`src/rtl/uart_tx_fifo_drain.sv`:
```
// UART transmitter draining a registered-read fifo into 8N1 frames,
// with an optional parity bit between the last data bit and stop.
module uart_tx_fifo_drain #(
    parameter int DATA_WIDTH   = 8,
    parameter int CLKS_PER_BIT = 16,
    parameter int PARITY_EN    = 0,
    parameter int PARITY_ODD   = 0
) (
    input  logic                  clk,
    input  logic                  rst_n,
    input  logic                  fifo_empty,
    input  logic [DATA_WIDTH-1:0] fifo_rd_data,
    output logic                  fifo_rd_en,
    output logic                  tx,
    output logic                  tx_busy
);
    localparam int IW = (DATA_WIDTH > 1) ? $clog2(DATA_WIDTH) : 1;
    localparam logic [15:0] BAUD_LAST = 16'(CLKS_PER_BIT - 1);
    localparam logic [IW-1:0] IDX_LAST = IW'(DATA_WIDTH - 1);

    typedef enum logic [2:0] {
        IDLE, FETCH, START, DATA, PARITY, STOP
    } state_t;

    state_t                state;
    logic [15:0]           baud_cnt;
    logic [IW-1:0]         bit_idx;
    logic [DATA_WIDTH-1:0] shift;
    logic                  par_bit;
    logic                  bit_done;

    assign bit_done = (baud_cnt == BAUD_LAST);
    // Gated by rst_n so a held reset never pops the fifo.
    assign fifo_rd_en = rst_n && (state == IDLE) && !fifo_empty;
    assign tx_busy = (state != IDLE);

    always_ff @(posedge clk or negedge rst_n) begin
        if (!rst_n) begin
            state    <= IDLE;
            tx       <= 1'b1;
            baud_cnt <= '0;
            bit_idx  <= '0;
            shift    <= '0;
            par_bit  <= 1'b0;
        end else begin
            unique case (state)
                IDLE: begin
                    tx       <= 1'b1;
                    baud_cnt <= '0;
                    if (!fifo_empty) state <= FETCH;
                end
                FETCH: begin
                    shift    <= fifo_rd_data;
                    par_bit  <= (^fifo_rd_data) ^ (PARITY_ODD != 0);
                    tx       <= 1'b0;
                    baud_cnt <= '0;
                    state    <= START;
                end
                START: begin
                    if (bit_done) begin
                        baud_cnt <= '0;
                        bit_idx  <= '0;
                        tx       <= shift[0];
                        state    <= DATA;
                    end else begin
                        baud_cnt <= baud_cnt + 16'd1;
                    end
                end
                DATA: begin
                    if (bit_done) begin
                        baud_cnt <= '0;
                        if (bit_idx == IDX_LAST) begin
                            if (PARITY_EN != 0) begin
                                tx    <= par_bit;
                                state <= PARITY;
                            end else begin
                                tx    <= 1'b1;
                                state <= STOP;
                            end
                        end else begin
                            shift   <= shift >> 1;
                            tx      <= shift[1];
                            bit_idx <= bit_idx + 1'b1;
                        end
                    end else begin
                        baud_cnt <= baud_cnt + 16'd1;
                    end
                end
                PARITY: begin
                    if (bit_done) begin
                        baud_cnt <= '0;
                        tx       <= 1'b1;
                        state    <= STOP;
                    end else begin
                        baud_cnt <= baud_cnt + 16'd1;
                    end
                end
                STOP: begin
                    if (bit_done) begin
                        baud_cnt <= '0;
                        tx       <= 1'b1;
                        state    <= IDLE;
                    end else begin
                        baud_cnt <= baud_cnt + 16'd1;
                    end
                end
                default: begin
                    tx       <= 1'b1;
                    baud_cnt <= '0;
                    state    <= IDLE;
                end
            endcase
        end
    end
endmodule

```
`config.mk`:
```
export PLATFORM = sky130hd
export DESIGN_NAME = uart_tx_fifo_drain
export DESIGN_NICKNAME = d
export VERILOG_FILES = /design/src/rtl/uart_tx_fifo_drain.sv
export SDC_FILE = /design/constraint.sdc
export NUM_CORES = 1
export LEC_CHECK = 0
export CAP_MARGIN = 20
export CORE_ASPECT_RATIO = 0.9
export CORE_MARGIN = 5
export CORE_UTILIZATION = 61
export CTS_CLUSTER_DIAMETER = 60
export DETAILED_ROUTE_END_ITERATION = 12
export GPL_TIMING_DRIVEN = 0
export PLACE_DENSITY = 0.83
export SLEW_MARGIN = 30
export SYNTH_ARGS = -nofsm -noshare
export SYNTH_HDL_FRONTEND = slang
export SYNTH_SLANG_ARGS = --single-unit
```
`constraint.sdc`:
```
create_clock -name clk -period 4.8 [get_ports clk]
set_clock_uncertainty 0.1 [all_clocks]
set_input_delay 0.96 -clock clk [delete_from_list [all_inputs] [get_ports clk]]
set_output_delay 0.96 -clock clk [all_outputs]
set_load 0.05 [all_outputs]
```
# Yosys cells after proc, flatten, opt, wreduce, memory -nomap -nowiden
# Cells that the tools add are included.
# totals
memories	0
romBits	0
latch_bits	0
ram_bits	0
inputBits	11
register_bits	31
# op_classes
n_div	0
multipliers	0
reduce_logical	13
muxes	20
bitwise_logic	0
addsub	2
shifts	0
eq_ne	15
n_lt_le_gt_ge	0
# op_table
op	count
16-bit two-way mux	2
3-bit two-way mux	8
3-bit one-hot mux with 6 select lines	1
16-bit by 1-bit adder with 16-bit output, second input constant	1
16-bit by 4-bit equality test with 1-bit output, second input constant	1
8-bit two-way mux	2
8-bit one-hot mux with 2 select lines	1
2-bit != test, second input constant	7
3-bit equality test, second input constant	3
3-bit by 2-bit equality test with 1-bit output, second input constant	2
3-bit one-hot mux with 2 select lines	1
3-bit AND reduction	2
6-bit AND reduction	1
1-bit two-way mux	4
1-bit one-hot mux with 4 select lines	1
4-bit AND reduction	1
2-bit nonzero test	2
4-bit OR reduction	1
3-bit by 1-bit adder with 3-bit output, second input constant	1
3-bit by 1-bit equality test with 1-bit output, second input constant	1
3-bit logical NOT	1
3-bit nonzero test	1
1-bit logical AND	2
2-bit by 1-bit != test with 1-bit output, second input constant	1
2 further kinds	2

# Logic depth before layout (Yosys ltp)
# logic_depth
ltp_word	4
depth_mapped	7
depth_no_buf	6

# Worst setup path before layout
# No wires, ideal clock.
# synth_timing
kind	register to output
from	register state[0]
to	output port fifo_rd_en
t_arrival_ns	2.399
required_time_ns	3.740
path_stages_with_launch	4
slack_ns	1.341
n_path_buf	1
path_cell_list	dfrtp_1 > clkbuf_1 > or3_1 > nor3b_1
# synth_via
elab_chain_len	3
# synth_rtl
item	line	source
start, declared	25	state_t state;
start signal, assigned	39	state <= IDLE;
start signal, assigned	50	if (!fifo_empty) state <= FETCH;
start signal, assigned	57	state <= START;
3-bit logical NOT	34	assign fifo_rd_en = rst_n && (state == IDLE) && !fifo_empty;
1-bit logical AND (2 in a row)	34	
end, declared	13	output logic fifo_rd_en,
# Every way passes these cells.

# Final worst setup path
# layout_timing
from	input port rst_n
to	output port fifo_rd_en
# layout_via
elab_chain_len	2
# layout_rtl
item	line	source
start, declared	10	input logic rst_n,
1-bit logical AND (2 in a row)	34	
# Every way passes these cells.

==> metrics.md <==
| Metric | Value |
|---|---|
| Hold path start | tx |
| Gp weighted congestion | 0.876 |
| #FFs+latches synth | 31 |
| Max-cap violations | 0 |
| Boundary Pins | 14 |
| CTS tree | built |
| CP Capture Type | output pin |
| Worst Hold Margin | 373 ps |
| Max Slew Vio Count | 0 |
| Origin of the critical flop-to-flop path | baud_cnt[0] |
| FF-to-FF path depth | 6 |
| Clock network power share | 17.3% |
| # setup viols final | 0 |
| Mapped Avg Cell Area | 10.2 sq um |
| DRT iter0 DRCs | 71 |
| Critical path launch point type | input pin |
| RR Endpoint | shift[3] |
| Min Tclk post-route | 3760 ps |
| Final setup margin | 1040 ps |
| Mux cell area share after synthesis | 10.9% |
| Adder-cell area share of the yosys netlist | 2.23% |
| Sw Ratio | 34.7% |
| Initial antenna violation count | 0 |
| CTS Hold Bufs | 0 |
| Full die area | 3910 sq um |
| Total number of vias | 1256 |
| Worst Setup Path Type | input pin to output pin |
| Clk sinks | 31 |
| Sequential share of power | 47.6% |
| Dpl ws | 1040 ps |
| Required time of the worst setup path | 3740 ps |
| Dominant cell type by area after synthesis | dfrtp_1 |
| H-Tree Depth | 2 |
| Post-DP HPWL | 2300 um |
| Total wire length | 3190 um |
| CP max FO | 32 |
| Pwr/cell area | 451 nW/um^2 |
| WP data arrival | 2700 ps |
| Max_slew headroom | 54.3% |
| Number of routed nets with antenna violations | 0 |
| Initial Util | 62.3% |
| R2R setup slack | 2850 ps |
| HP Class | flip-flop to flip-flop |
| Average via count per standard cell | 5.81 |
| Largest family of logic cells by synthesized area | simple AND/OR/NAND/NOR gates |
| Post-synthesis compound-gate area fraction | 6.17% |
| Final instance area | 1890 sq um |
| Post-DP Area | 1850 sq um |
| GR Util All Layers | 18.8% |
| First-pass GRT wire length | 5500 um |
| Worst Hold End | tx |
| Synthesized instance count | 165 |
| Residual DRC count | 0 |
| Layout cells sized above 1 | 16.1% |
| Share of the synthesized area in the top cell type | 44.6% |
| Ant. Diodes | 0 |
| Clock Latency Late Sink | 340 ps |
| Clk root buf | clkbuf_4 |
| Worst vdd ir | 0.395 mV |
| Buffers on Ports | 13 |
| Grt ovf | 0 |
| Status | completed |
| Std-Cell Rows | 18 |
| Synth Net Count | 179 |
| Die W | 65.4 um |
| Leak pwr | 0.815 nW |
| Hold Path Cell Cnt | 2 |
| Warnings from Yosys | 0 |
| Core Area | 2700 sq um |
| Drt wl/cell | 14.8 um |
| Drt pass-1 iters | 4 |
| Combinational share of power | 35.1% |
| P_int | 557 uW |
| Sequential area share after synthesis | 46.2% |
| Largest net degree at the start of global routing | 33 |
| Top cells by area, synth | dfrtp_1 (45%), mux2_4 (6.2%), xnor2_1 (5.7%) |
| CTS resizes | 0 |
| CTS Buf Count | 5 |
| Final nets | 199 |
| Highest clock rate | 0.266 GHz |
| Post-Synth Simple-Gate Area | 22.7% |
| NetSw | 297 uW |
| TNS Setup | 0 ps |
| Die H | 59.8 um |
| Final critical-path share of the clock period | 78.3% |
| Synth Area in XOR/XNOR | 7.29% |
| Number of global-route vias before repair | 1160 |
| Post-synth cell types | 39 |
| Final Hold Fails | 0 |
| Synthesized area | 1680 sq um |
| Slew of the pin with the lowest slew margin | 685 ps |
| RSZ-0062 raised after global routing | false |
| Clk slew on worst S/H paths | 90 ps |
| CTS Buffer Depth | 2 |
| Core Util, Final | 70.1% |
| Synth-to-Final Area Change | 12.6% |
| Number of setup buffers added after CTS | 0 |
cell usage in the layout, fill, tap and decap left out, types with 4 or more instances in the layout:
cell / instances
dfrtp_1: 30
nor2_1: 22
clkdlybuf4s50_1: 12
nand3_1: 11
xnor2_1: 11
nor4_1: 9
nand2_1: 8
inv_1: 8
o21ai_0: 7
mux2_4: 7
nor3_1: 6
mux2_2: 6
clkbuf_1: 5
clkbuf_4: 5
nand4_1: 4
cells by family (layout without fill, tap and decap cells):
kind of cell | after synthesis | in the layout
AND/OR/NAND/NOR | 72 | 72
adder cells (fa/ha/maj) | 3 | 3
AO/OA/AOI/OAI | 16 | 16
flip-flops | 31 | 31
multiplexers | 14 | 14
XOR/XNOR | 14 | 14
buffers and inverters | 15 | 36
cells in the mapped netlist:
cell       n
dfrtp_1   30
nor2_1    22
nand3_1   11
xnor2_1   11
nor4_1     9
inv_1      8
nand2_1    8
mux2_4     7
o21ai_0    7
mux2_2     6
nor3_1     6
nand4_1    4
ha_1       3
xor2_1     3
buf_2      2
buf_6      2
clkbuf_1   2
nor2b_1    2
or3_1      2
a21o_1     1
a21o_2     1
a21oi_1    1
a22oi_1    1
a311oi_1   1
and3_1     1
and4_4     1
buf_4      1
dfstp_2    1
mux2i_1    1
nand2b_1   1
nand3_2    1
nand3b_1   1
nor3b_1    1
nor4_4     1
o211ai_1   1
o21a_1     1
o21ai_2    1
o31ai_1    1
or4_1      1
routing by layer:
layer | up-vias | GRT usage [%] | wire length, um
li1 | 620 | - | -
met1 | 601 | 25.7 | 1510
met2 | 31 | 27.4 | 1450
met3 | 4 | 7.33 | 190
met4 | 0 | 5.92 | 38
met5 | - | 0 | 0
area by class of cell:
class / instances / area, sq um
Multi-Input combinational cell: 119 / 828
Fill cell: 211 / 808
Sequential cell: 31 / 777
Timing Repair Buffer: 13 / 125
Clock buffer: 8 / 48.8
Buffer: 7 / 47.5
Tap cell: 30 / 37.5
Inverter: 8 / 30.0
state kept, by name, indices dropped and copies added (netlist names):
name and count:
baud_cnt 16, bit_idx 3, shift 8, tx 1
state 3
worst max-delay path, stage by stage:
cell and delay [ps]:
buf_2 530, nor3b_1 330, clkdlybuf4s50_1 870
power groups by stage:
stage	logic, mW	registers, mW	clock network, mW
2_1_floorplan	0.226	0.410	0
3_5_place_dp	0.302	0.410	0
4_1_cts	0.304	0.405	0.155
3_3_place_gp	0.289	0.405	0
6_report	0.300	0.406	0.147
5_1_grt	0.331	0.418	0.168
through the flow:
stage	std cells	power, mW
3_3_place_gp	208	0.693
4_1_cts	216	0.864
2_1_floorplan	165	0.636
3_5_place_dp	208	0.712
5_1_grt	216	0.917
6_report	216	0.854
worst max path at each step:
stage                     cells after the start    endpoint     start
after floorplan                               3  fifo_rd_en  state[0]
after global placement                        3  fifo_rd_en     rst_n
after detailed placement                      3  fifo_rd_en     rst_n
after CTS                                     3  fifo_rd_en     rst_n
after global routing                          3  fifo_rd_en     rst_n
final                                         3  fifo_rd_en     rst_n
(Power assumes the default switching activity.)
